===== config.mk =====
export PLATFORM = sky130hd
export DESIGN_NAME = spectrum_band_scheduler_flat
export DESIGN_NICKNAME = d
export VERILOG_FILES = /design/src/rtl/spectrum_band_scheduler_if.sv /design/src/rtl/spectrum_band_scheduler.sv /design/src/flat_wrapper.sv
export SDC_FILE = /design/constraint.sdc
export NUM_CORES = 1
export LEC_CHECK = 0
export CAP_MARGIN = 30
export CORE_AREA = 2 2 172 174
export CTS_CLUSTER_DIAMETER = 200
export DETAILED_ROUTE_END_ITERATION = 6
export DIE_AREA = 0 0 174 176
export PLACE_DENSITY = 0.57
export SETUP_SLACK_MARGIN = 0.2
export SLEW_MARGIN = 5
export SYNTH_ARGS = -nofsm -noshare
export SYNTH_HDL_FRONTEND = slang
export SYNTH_SLANG_ARGS = --single-unit

===== constraint.sdc =====
create_clock -name clk -period 9.59 [get_ports clk]
set_clock_uncertainty 0.2 [all_clocks]
set_input_delay 1.918 -clock clk [delete_from_list [all_inputs] [get_ports clk]]
set_output_delay 1.918 -clock clk [all_outputs]
set_load 0.03 [all_outputs]

===== src/rtl/spectrum_band_scheduler_if.sv =====
// -----------------------------------------------------------------------------
// spectrum_band_scheduler_if
// Read port of the FFT magnitude RAM (registered read: q is valid the cycle
// after the address is presented).
//   ram_rd_en    read strobe            (master -> slave)
//   ram_rd_addr  read address, ADDR_W   (master -> slave)
//   ram_rd_data  RAM q, DATA_W          (slave  -> master)
// master = the band scheduler, slave = the RAM.
// -----------------------------------------------------------------------------
interface spectrum_band_scheduler_if #(
  parameter int ADDR_W = 10,
  parameter int DATA_W = 8
);
  logic              ram_rd_en;
  logic [ADDR_W-1:0] ram_rd_addr;
  logic [DATA_W-1:0] ram_rd_data;

  modport master (output ram_rd_en, output ram_rd_addr, input ram_rd_data);
  modport slave  (input ram_rd_en, input ram_rd_addr, output ram_rd_data);
endinterface


===== src/rtl/spectrum_band_scheduler.sv =====
// -----------------------------------------------------------------------------
// spectrum_band_scheduler
// Per frame, reads FFT magnitude bins 1..511, reduces them to the peak of 18
// log-spaced bands and applies instant-attack / linear-decay smoothing to the
// 18 LED duty values.
//   clk         system clock
//   rst_n       asynchronous reset, ACTIVE-HIGH despite its name
//   frame_done  pulse from the FFT writer: a full spectrum is in RAM
//   filter_sel  1 = all bands, 0 = low-pass (bands 9..17 forced to 0),
//               sampled once per frame
//   rd          RAM read port (master side)
//   duty_out    band b on bits [8b+7:8b]
//   busy        high from the first SCAN cycle through the DONE cycle
//   frame_ack   one-cycle pulse once all duties of the frame are committed
//   overrun     one-cycle pulse the cycle after a frame_done seen while busy
// -----------------------------------------------------------------------------
module spectrum_band_scheduler #(
  parameter int NUM_BANDS  = 18,
  parameter int ADDR_W     = 10,
  parameter int DATA_W     = 8,
  parameter int DECAY_STEP = 4
) (
  input  logic                          clk,
  input  logic                          rst_n,
  input  logic                          frame_done,
  input  logic                          filter_sel,
  spectrum_band_scheduler_if.master     rd,
  output logic [NUM_BANDS*DATA_W-1:0]   duty_out,
  output logic                          busy,
  output logic                          frame_ack,
  output logic                          overrun
);

  localparam int BAND_W        = $clog2(NUM_BANDS);
  localparam int LP_FIRST_BAND = 9;
  localparam logic [ADDR_W-1:0] LAST_SCAN_BIN = ADDR_W'(511);

  typedef enum logic [1:0] {IDLE, SCAN, DRAIN, DONE} state_t;

  state_t              state;
  logic                filter_q;    // filter_sel frozen for the whole frame

  // Read-data pipeline: data arriving this cycle belongs to data_bin.
  logic                data_vld;
  logic [ADDR_W-1:0]   data_bin;

  logic [BAND_W-1:0]   band_idx;
  logic                first_q;     // next valid bin is the first of band_idx
  logic [DATA_W-1:0]   peak_q;
  logic [DATA_W-1:0]   duty [NUM_BANDS];

  logic [DATA_W-1:0]   peak_in;
  logic [DATA_W-1:0]   band_p;
  logic [DATA_W-1:0]   cur_duty;
  logic [DATA_W-1:0]   decayed;
  logic [DATA_W-1:0]   new_duty;
  logic                is_last;

  // Inclusive upper bin of each band.
  function automatic logic [ADDR_W-1:0] last_bin(input logic [BAND_W-1:0] b);
    case (b)
      BAND_W'(0):  last_bin = ADDR_W'(1);
      BAND_W'(1):  last_bin = ADDR_W'(2);
      BAND_W'(2):  last_bin = ADDR_W'(3);
      BAND_W'(3):  last_bin = ADDR_W'(5);
      BAND_W'(4):  last_bin = ADDR_W'(7);
      BAND_W'(5):  last_bin = ADDR_W'(11);
      BAND_W'(6):  last_bin = ADDR_W'(15);
      BAND_W'(7):  last_bin = ADDR_W'(23);
      BAND_W'(8):  last_bin = ADDR_W'(31);
      BAND_W'(9):  last_bin = ADDR_W'(47);
      BAND_W'(10): last_bin = ADDR_W'(63);
      BAND_W'(11): last_bin = ADDR_W'(95);
      BAND_W'(12): last_bin = ADDR_W'(127);
      BAND_W'(13): last_bin = ADDR_W'(191);
      BAND_W'(14): last_bin = ADDR_W'(255);
      BAND_W'(15): last_bin = ADDR_W'(383);
      BAND_W'(16): last_bin = ADDR_W'(447);
      default:     last_bin = ADDR_W'(511);
    endcase
  endfunction

  // ---------------------------------------------------------------------------
  // Sequencer: IDLE -> SCAN (bins 1..511) -> DRAIN -> DONE -> IDLE
  // ---------------------------------------------------------------------------
  always_ff @(posedge clk or posedge rst_n) begin
    if (rst_n) begin
      state          <= IDLE;
      filter_q       <= 1'b0;
      rd.ram_rd_en   <= 1'b0;
      rd.ram_rd_addr <= '0;
      busy           <= 1'b0;
      frame_ack      <= 1'b0;
      overrun        <= 1'b0;
    end else begin
      // NOTE: non-blocking default followed by a conditional override in the
      // case below; the last <= in program order wins at the clock edge.
      frame_ack <= 1'b0;
      overrun   <= frame_done && (state != IDLE);
      case (state)
        IDLE: begin
          if (frame_done) begin
            state          <= SCAN;
            filter_q       <= filter_sel;
            rd.ram_rd_en   <= 1'b1;
            rd.ram_rd_addr <= ADDR_W'(1);
            busy           <= 1'b1;
          end
        end
        SCAN: begin
          if (rd.ram_rd_addr == LAST_SCAN_BIN) begin
            state          <= DRAIN;
            rd.ram_rd_en   <= 1'b0;
            rd.ram_rd_addr <= '0;
          end else begin
            rd.ram_rd_addr <= rd.ram_rd_addr + ADDR_W'(1);
          end
        end
        DRAIN: begin
          state     <= DONE;
          frame_ack <= 1'b1;
        end
        DONE: begin
          state <= IDLE;
          busy  <= 1'b0;
        end
        default: state <= IDLE;
      endcase
    end
  end

  // ---------------------------------------------------------------------------
  // Band peak and smoothing
  // ---------------------------------------------------------------------------
  // NOTE: every always_comb output gets a value on every path so no latch
  // is inferred.
  always_comb begin
    peak_in  = first_q ? rd.ram_rd_data
                       : ((rd.ram_rd_data > peak_q) ? rd.ram_rd_data : peak_q);
    band_p   = (!filter_q && (band_idx >= BAND_W'(LP_FIRST_BAND))) ? '0 : peak_in;
    cur_duty = duty[band_idx];
    decayed  = (cur_duty >= DATA_W'(DECAY_STEP)) ? cur_duty - DATA_W'(DECAY_STEP) : '0;
    if (band_p >= cur_duty) new_duty = band_p;
    else                    new_duty = (decayed > band_p) ? decayed : band_p;
    is_last  = data_vld && (data_bin == last_bin(band_idx));
  end

  always_ff @(posedge clk or posedge rst_n) begin
    if (rst_n) begin
      data_vld <= 1'b0;
      data_bin <= '0;
      band_idx <= '0;
      first_q  <= 1'b1;
      peak_q   <= '0;
      // NOTE: the duty bank is a small register file, not RAM, so it is reset
      // explicitly; an aborted frame therefore leaves no partial duties.
      for (int b = 0; b < NUM_BANDS; b++) duty[b] <= '0;
    end else begin
      data_vld <= rd.ram_rd_en;
      data_bin <= rd.ram_rd_addr;
      if (data_vld) begin
        if (is_last) begin
          duty[band_idx] <= new_duty;
          band_idx       <= (band_idx == BAND_W'(NUM_BANDS - 1)) ? '0
                                                                 : band_idx + BAND_W'(1);
          first_q        <= 1'b1;
        end else begin
          peak_q  <= peak_in;
          first_q <= 1'b0;
        end
      end
    end
  end

  for (genvar g = 0; g < NUM_BANDS; g++) begin : g_duty
    assign duty_out[g*DATA_W +: DATA_W] = duty[g];
  end

endmodule


===== src/flat_wrapper.sv =====
// flat-port wrapper written by rule: the top's interface ports become plain ports
module spectrum_band_scheduler_flat 
#(
  parameter int NUM_BANDS  = 18,
  parameter int ADDR_W     = 10,
  parameter int DATA_W     = 8,
  parameter int DECAY_STEP = 4
)
  (clk, rst_n, frame_done, filter_sel, duty_out, busy, frame_ack, overrun, rd_ram_rd_en, rd_ram_rd_addr, rd_ram_rd_data);
  spectrum_band_scheduler_if #(.ADDR_W(ADDR_W), .DATA_W(DATA_W)) rd_i ();
  input  logic clk;
  input  logic rst_n;
  input  logic frame_done;
  input  logic filter_sel;
  output logic [NUM_BANDS*DATA_W-1:0] duty_out;
  output logic busy;
  output logic frame_ack;
  output logic overrun;
  output wire logic [$bits(rd_i.ram_rd_en)-1:0] rd_ram_rd_en;
  output wire logic [$bits(rd_i.ram_rd_addr)-1:0] rd_ram_rd_addr;
  input wire logic [$bits(rd_i.ram_rd_data)-1:0] rd_ram_rd_data;
  assign rd_ram_rd_en = rd_i.ram_rd_en;
  assign rd_ram_rd_addr = rd_i.ram_rd_addr;
  assign rd_i.ram_rd_data = rd_ram_rd_data;
  spectrum_band_scheduler #(.NUM_BANDS(NUM_BANDS), .ADDR_W(ADDR_W), .DATA_W(DATA_W), .DECAY_STEP(DECAY_STEP)) u_core (.clk(clk), .rst_n(rst_n), .frame_done(frame_done), .filter_sel(filter_sel), .rd(rd_i), .duty_out(duty_out), .busy(busy), .frame_ack(frame_ack), .overrun(overrun));
endmodule

# == Word-level counts from Yosys, hierarchy flattened ==
# Memory sizes are Yosys's and may differ from the RTL's.
# Index checks and enable logic that the tools add are counted.
# Widths: inputs -> output; s select.
# word_totals
reg_bits,186
latch_bits,0
ramBits,0
romBits,288
in_bits,12
output_inout_bits,158
wordCells,92
mem_count,1
# mem_list
memory,words,word_bits,read_ports,rd_ports_with_merged_regs,write_ports,line_no,text
(no name shown),32,9,1,0,0,spectrum_band_scheduler.sv:61,case (b)
# op_classes
n_addsub,3
n_mul,0
n_div,0
order_cmp,7
eq_ne,8
shift,0
n_mux,25
bitwise,2
n_reduce_logical,16
# op_table
operator,count
$bwmux 144,1
$mux 8,9
$bmux 8 s5,1
$demux 8 s5,1
$mux 10,2
$pmux 10 s2,1
$gt 8x8->1,2
$reduce_and 2->1,6
$add 10x1->10 const B,1
$eq 10x10->1,1
$eq 10x9->1 const B,1
$ge 8x3->1 const B,1
$ge 8x8->1,1
$pmux 2 s4,1
$sub 8x3->8 const B,1
$ge 6x6->1 const B,1
$lt 6x1->1 const B,1
$not 5->6,1
$reduce_bool 2->1,3
$add 5x1->5 const B,1
$eq 5x5->1 const B,1
$ge 5x4->1 const B,1
$mux 5,1
$eq 2x2->1 const B,2
other kinds (11),19

# == Logic depth before layout (Yosys ltp) ==
# Gate-level depths: netlist (run 1).
# logic_depth
word_depth,10
mapped_depth,25
ltp_nobuf,19

# == Worst setup path after synthesis (run 1) ==
# No wires, ideal clock.
# synth_path
path_kind,input to register
startpoint,input port rd_ram_rd_data[1]
endpoint,register u_core.duty (netlist bit u_core.duty_out[102])
setup_time_ps,65
arrival_time_ps,5743
required_ps,9325
path_slack_ps,3582
path_stages,20
n_path_buf,3
path_cell_list,ha_1 -> nor2b_1 -> o211ai_1 -> a21oi_1 -> o22ai_1 -> clkbuf_1 -> mux2i_1 -> or2_2 -> inv_1 -> ha_1 -> o21ai_0 -> nor2_1 -> nor4_1 -> o31ai_1 -> or2_2 -> clkbuf_1 -> or3_1 -> o211ai_2 -> buf_2 -> mux2_2
# synth_between
elab_chain_len,8
elab_cells_between_ends,9
classes_between,order compare: 3; mux: 6
# synth_rtl
element,line_no,text
"start, declared",flat_wrapper.sv:21,input wire logic [$bits(rd_i.ram_rd_data)-1:0] rd_ram_rd_data;
$gt 8x8->1,spectrum_band_scheduler.sv:139,: ((rd.ram_rd_data > peak_q) ? rd.ram_rd_data : peak_q);
$mux 8,spectrum_band_scheduler.sv:139,
$mux 8 *,spectrum_band_scheduler.sv:138,peak_in = first_q ? rd.ram_rd_data
$mux 8 *,spectrum_band_scheduler.sv:140,band_p = (!filter_q && (band_idx >= BAND_W'(LP_FIRST_BAND))) ? '0 : peak_in;
$gt 8x8->1,spectrum_band_scheduler.sv:144,else new_duty = (decayed > band_p) ? decayed : band_p;
$mux 8,spectrum_band_scheduler.sv:144,
$mux 8 *,spectrum_band_scheduler.sv:143,if (band_p >= cur_duty) new_duty = band_p;
$bwmux 144 *,spectrum_band_scheduler.sv:163,duty[band_idx] <= new_duty;
"end signal, assigned by index",spectrum_band_scheduler.sv:163,
"end, declared",spectrum_band_scheduler.sv:50,logic [DATA_W-1:0] duty [NUM_BANDS];
# Mark *: on every way between the ends. The rest lies on a longest branch, timed or not.
# A chain may end at the register's enable or synchronous reset.

# == Final worst setup path (run 1) ==
# layout_path
startpoint,input port rd_ram_rd_data[5]
endpoint,register u_core.duty (netlist bit u_core.duty_out[102])
# Same word-level chain as after synthesis.

==> results of run 1 <==
## critical path: cells and delay by family
family	cells	cell delay [ns]
buf+inv	2	0.71
mux	2	0.60
compound gates	6	1.65
simple gates	5	1.25
fa+ha+maj	2	0.68
## routing by layer
| metal | vias to the layer above | global-route usage (%) | wire [um] |
|---|---|---|---|
| li1 | 3374 | - | - |
| met1 | 3785 | 28.4 | 14300 |
| met2 | 197 | 30.9 | 14000 |
| met3 | 37 | 4.74 | 1500 |
| met4 | 0 | 5.18 | 584 |
| met5 | - | 0 | 0 |
## power by group through the flow
stage,Clock [W],Sequential (W),Combinational [W]
2_1_floorplan,0,0.00156,0.00180
3_3_place_gp,0,0.00128,0.00309
3_5_place_dp,0,0.00129,0.00312
4_1_cts,0.000748,0.00127,0.00314
5_1_grt,0.000781,0.00130,0.00338
6_report,0.000733,0.00127,0.00313
## through the flow
step,instances,instance area [sq um]
3_5_place_dp,1358,12000
6_report,1390,12600
3_3_place_gp,1357,12000
5_1_grt,1390,12600
2_1_floorplan,839,9990
4_1_cts,1390,12600
## registers in the layout (all words and copies together), names as in the netlist, 2 cells and up
register	cells
u_core.rd.ram_rd_addr	10
u_core.band_idx	5
u_core.peak_q	8
u_core.state	2
u_core.duty_out	144
u_core.data_bin	10
## logic make-up after synthesis
kind of cell,after synthesis,share of synthesized area [%]
compound gates,105,7.13
xor+xnor,11,0.964
fa+ha+maj,37,4.61
buf+inv,77,3.87
flops,186,46.6
mux,216,25.4
simple gates,207,11.4
## layout make-up
class / count / area, sq um / share of cell area (%)
clock inverters: 15 / 188 / 1.49
multi-input cells: 576 / 4950 / 39.3
well taps: 384 / 480 / 3.82
flip-flops and latches: 186 / 4660 / 37.0
inverters: 34 / 134 / 1.06
repair buffers: 178 / 1760 / 14.0
clock buffers: 17 / 425 / 3.38
## layout by cell type, fill, tap and decap left out, types with 6 or more instances in the layout
cell             Yosys  layout
dfrtp_1            185     183
or2_2                9       9
nor3_1              13      13
a21oi_1             18      18
clkbuf_16            0      17
o21ai_0             23      23
nand3_1             17      17
nor2_1              41      41
ha_1                36      36
nand2_1             41      41
a31oi_1              8       8
mux2i_1             43      43
inv_1               29      28
nand4_1              9       9
buf_4                3       9
xnor2_1              7       7
clkdlybuf4s50_1      0     169
or3_1                8       8
and2_1               6       6
nor2_2              10      10
mux4_2              14      14
mux2_2             155     155
o22ai_1              6       6
nor2b_1              9       9
a32oi_1              6       6
## final timing paths
| kind | to | slack (ns) | depth (start not counted) |
|---|---|---|---|
| max | u_core.duty_out[102] | 2.94 | 17 |
| min | u_core.data_vld | 0.25 | 0 |
| min in group asynchronous | u_core.filter_q | 1.75 | 2 |
| max reg2reg | u_core.duty_out[102] | 3.19 | 17 |
| min reg2reg | u_core.data_vld | 0.25 | 0 |
| max in group asynchronous | u_core.duty_out[136] | 6.19 | 3 |
==> results.py, run 1 <==
metrics = {
    "run_status": {
        "outcome": "finished clean",
    },
    "clocking": {
        "clockBufferDepth": 2,
        "clk_pin_slew_worst_paths_ns": 0.08,
        "root_buffer": "clkbuf_16",
        "clock-sinks": 186,
        "ctsHoldBuffers": 0,
        "postCtsSetupRepairBufs": 0,
        "clk_latency_ns": 0.45,
        "cts_buffers": 17,
        "h-tree-depth": 4,
        "tritoncts": "done",
        "post_cts_resize_count": 0,
    },
    "worst_setup_path": {
        "cp_max_fo": 18,
        "cp-startpoint": "rd_ram_rd_data[5]",
        "path_class": "in -> reg",
        "required_ns": 9.77,
        "cpPeakStageDelay_ns": 0.64,
        "worstPathCellList": "clkdlybuf4s50_1, ha_1, a211oi_1, o21ai_0, o22ai_1, buf_4, mux2i_1, nor2_1, ha_1, a211oi_1, nor2_1, nor4_1, o31ai_1, or2_2, or3_1, o211ai_2, mux2_2",
        "crit_slowest_cell": "o211ai_2",
        "r2r-start": "u_core.band_idx[1]",
        "crit_path_start_kind": "input port",
        "critical_path_arrival_ns": 6.83,
        "critPathCaptureType": "flop",
    },
    "yosys": {
        "synth_common_cells": "dfrtp_1 (185), mux2_2 (155), mux2i_1 (43)",
        "synth_area_sq_mm": 0.00999,
        "synth_flop_cell": "dfrtp_1",
        "synth_edf_count": 0,
        "synthArstFlopShare_pct": 100,
        "avgSynthCellArea_sq_um": 11.9,
        "ys_seq_elements": 186,
        "synth-seq-area-share_pct": 46.6,
        "yosysTopAreaCellShare_pct": 46.3,
        "syn_inst": 839,
        "synth_cell_types": 79,
        "yosysTopAreaCell": "dfrtp_1",
        "synth.area.top_cells": "dfrtp_1 (46%), mux2_2 (17%), ha_1 (4.5%), mux2i_1 (4.3%), mux4_2 (3.2%)",
        "post-synth-top-count-cell": "dfrtp_1",
        "syn-num-nets": 887,
        "yosys_warnings": 0,
    },
    "power_and_ir_drop": {
        "ir_drop_mv": 0.278,
        "pwr-share-comb_pct": 61.0,
        "power_switching_w": 0.00257,
        "p_leak_nw": 5.43,
        "p_per_area_mw_per_mm2": 408,
        "power.internal_w": 0.00256,
        "p_seq_share_pct": 24.7,
        "p_sw_share_pct": 50.1,
        "total_power_w": 0.00513,
        "p_clk_share_pct": 14.3,
    },
    "die": {
        "fp.dieH_um": 176,
        "ioPinCount": 170,
        "die-width_um": 174,
        "core_sq_mm": 0.0285,
        "initial_core_util_pct": 35.0,
        "fp.dieArea_sq_mm": 0.0306,
        "core.rowCount": 62,
    },
    "cells_and_area": {
        "nFillCells": 2792,
        "antenna_cells": 0,
        "drive_above_1_share_pct": 24.8,
        "fin_nets": 1041,
        "final_core_util_pct": 44.1,
        "syn_to_final_growth_pct": 26.0,
    },
    "placement": {
        "hpwl_um": 22000,
        "dp_slack_ns": 2.48,
        "place.gp.congestion": 0.866,
        "port-buffer-count": 169,
    },
    "route": {
        "num_vias": 7393,
        "viasPerCell": 5.32,
        "drt_iter0_drc": 330,
        "firstDrtPassIters": 5,
        "wl_per_cell_um": 21.8,
        "wirelength_um": 30400,
        "ant_nets": 0,
        "drc": 0,
    },
    "timing": {
        "maxSlewViolCount": 0,
        "hold_viol_final": 0,
        "fin_setup_tns_ns": 0,
        "worst_slew_margin_rel_pct": 37.0,
        "finalWorstSetupSlack_ns": 2.94,
        "period_minus_slack_ns": 6.65,
        "period_share_pct": 69.4,
        "worst_pin_slew_ns": 0.946,
        "setup_violations": 0,
        "max_freq_ghz": 0.150,
        "hold_slack_ns": 0.250,
        "rsz0062_at_grt": "no",
    },
    "global_route": {
        "grt_pass1_wl_um": 46200,
        "grt_overflow": 0,
        "grt_util_all_layers_pct": 20.0,
        "grt_pass1_vias": 7442,
        "grt_max_degree": 82,
        "antenna_found_initial": 0,
    },
    "worst_hold_path": {
        "hp-class": "reg -> reg",
        "hp-start": "u_core.rd.ram_rd_en",
    },
    "flow_run": {
        "maxCapViolations": 0,
    },
}
No activity file was read; power rests on OpenSTA's default activity.
==> run 2, diff against run 1 <==
clock period = 6.4 ns   (was 9.59 ns; I/O delays follow)
==> results.py, run 2 (synthesis gave the netlist of run 1 again) <==
metrics = {
    "route": {
        "wl_per_cell_um": 22.1,
        "ant_nets": 0,
        "dr_wl_met2_um": 14200,
        "firstDrtPassIters": 5,
        "num_vias": 7357,
        "wirelength_um": 30900,
        "drc": 0,
        "drt_iter0_drc": 445,
        "wl_met1_um": 14700,
        "route.met3.wl_um": 1500,
        "viasPerCell": 5.25,
        "highest_layer": "met4",
    },
    "global_route": {
        "grt_util_all_layers_pct": 20.5,
        "grt_max_degree": 136,
        "grt_pass1_wl_um": 47000,
        "grt_pass1_vias": 7437,
        "antenna_found_initial": 0,
        "grt_overflow": 0,
    },
    "power_and_ir_drop": {
        "total_power_w": 0.00782,
        "p_leak_nw": 5.49,
        "ir_drop_mv": 0.394,
        "p_per_area_mw_per_mm2": 615,
    },
    "timing": {
        "rsz0062_at_grt": "no",
        "hold_viol_final": 0,
        "fin_setup_tns_ns": 0,
        "setup_violations": 0,
        "period_share_pct": 92.0,
        "worst_pin_slew_ns": 0.912,
        "maxSlewViolCount": 0,
        "worst_slew_margin_rel_pct": 38.4,
        "finalWorstSetupSlack_ns": 0.511,
        "max_freq_ghz": 0.170,
        "period_minus_slack_ns": 5.89,
    },
    "clocking": {
        "cts_buffers": 17,
        "clk_latency_ns": 0.44,
        "clk_pin_slew_worst_paths_ns": 0.08,
        "root_buffer": "clkbuf_16",
        "tritoncts": "done",
        "clock-sinks": 186,
        "h-tree-depth": 4,
        "ctsHoldBuffers": 0,
        "clockBufferDepth": 2,
    },
    "cells_and_area": {
        "fin_nets": 1052,
        "antenna_cells": 0,
        "largest_reg_flops": 144,
        "drive_above_1_share_pct": 25.6,
        "nFillCells": 2739,
        "final_common_cell": "dfrtp_1",
        "mostFrequentLayoutCells": "dfrtp_1 (183), clkdlybuf4s50_1 (169), mux2_2 (155)",
        "syn_to_final_growth_pct": 27.2,
    },
    "run_status": {
        "outcome": "finished clean",
    },
    "die": {
        "die-width_um": 174,
        "core_sq_mm": 0.0285,
        "core.rowCount": 62,
        "fp.dieArea_sq_mm": 0.0306,
        "fp.dieH_um": 176,
        "ioPinCount": 170,
        "initial_core_util_pct": 35.0,
    },
    "worst_setup_path": {
        "worstPathCellList": "nor4b_1, a21oi_1, and3_1, ha_1, and4b_1, o31a_1, or2_2, ha_1, nand3_1, nor3_1, nor4_1, o31ai_1, nor2_1, or3_1, nand4_2, mux2_1",
        "required_ns": 6.53,
        "critPathCaptureType": "flop",
        "path_buf_inv": 0,
        "crit_slowest_cell": "nor4b_1",
        "path_delay_family": "simple AND/OR/NAND/NOR gates",
        "crit_path_start_kind": "flop",
        "worst_path_most_repeated_cell": "ha_1",
        "critical_path_arrival_ns": 6.02,
        "path_class": "reg -> reg",
        "cpPeakStageDelay_ns": 0.86,
        "cp_max_fo": 21,
    },
    "worst_hold_path": {
        "hp-class": "reg -> reg",
    },
    "placement": {
        "place.gp.congestion": 0.868,
        "port-buffer-count": 169,
        "hpwl_um": 22600,
        "dp_slack_ns": 0.387,
    },
    "flow_run": {
        "maxCapViolations": 0,
    },
}
==> run 2: layout make-up <==
class                   instances  area, sq um  area share [%]
multi-input cells             576         4950            38.9
flip-flops and latches        186         4660            36.7
repair buffers                189         1870            14.7
well taps                     384          480            3.78
clock buffers                  17          425            3.35
clock inverters                15          189            1.49
inverters                      34          133            1.04
==> run 2: final timing paths <==
path / from / end / slack [ns] / cells after the start
setup / recovery: u_core.band_idx[1] / u_core.duty_out[143] / 0.51 / 16
hold / removal: u_core.rd.ram_rd_addr[5] / u_core.data_bin[5] / 0.26 / 0
setup reg to reg: u_core.band_idx[1] / u_core.duty_out[143] / 0.51 / 16
hold reg to reg: u_core.rd.ram_rd_addr[5] / u_core.data_bin[5] / 0.26 / 0
max in group asynchronous: rst_n / u_core.rd.ram_rd_addr[3] / 4.12 / 3
min in group asynchronous: rst_n / u_core.filter_q / 0.89 / 2
==> run 2: layer usage <==
| layer | vias to the layer above | GRT usage [%] |
|---|---|---|
| met1 | 3745 | 29.2 |
| met3 | 24 | 4.20 |
| met2 | 204 | 32.0 |
| met4 | 0 | 4.83 |
| met5 | - | 0 |
| li1 | 3384 | - |
==> run 2: worst reg2reg max path, cell delays in order, from the launching register on <==
cell     delay [ns]
dfrtp_4        0.65
nor4b_1        0.88
a21oi_1        0.33
and3_1         0.34
ha_1           0.21
and4b_1        0.27
o31a_1         0.33
or2_2          0.31
ha_1           0.31
nand3_1        0.09
nor3_1         0.06
nor4_1         0.17
o31ai_1        0.12
nor2_1         0.45
or3_1          0.22
nand4_2        0.38
mux2_1         0.47
==> run 2: per-stage QoR <==
step | std cells | instance area [sq um] | utilization (%) | hold slack, ns
6_report | 1401 | 12700 | 44.5 | 0.256
5_1_grt | 1401 | 12700 | 44.5 | 0.269
4_1_cts | 1401 | 12700 | 44.5 | 0.263
3_5_place_dp | 1369 | 12100 | 42.3 | 0.241
3_3_place_gp | 1369 | 12100 | 42.3 | 0.246
2_1_floorplan | 839 | 9990 | - | 0.280
==> run 2: power breakdown <==
| part | internal, W | switching [W] | total, W |
|---|---|---|---|
| logic | 0.00185 | 0.00292 | 0.00477 |
| clock network | 0.000567 | 0.000540 | 0.00111 |
| registers | 0.00153 | 0.000410 | 0.00194 |
==> run 2: timing repair <==
action	in CTS	in global routing
buffers inserted	0	0
gates resized for setup	0	2
endpoints found under the setup margin	0	18
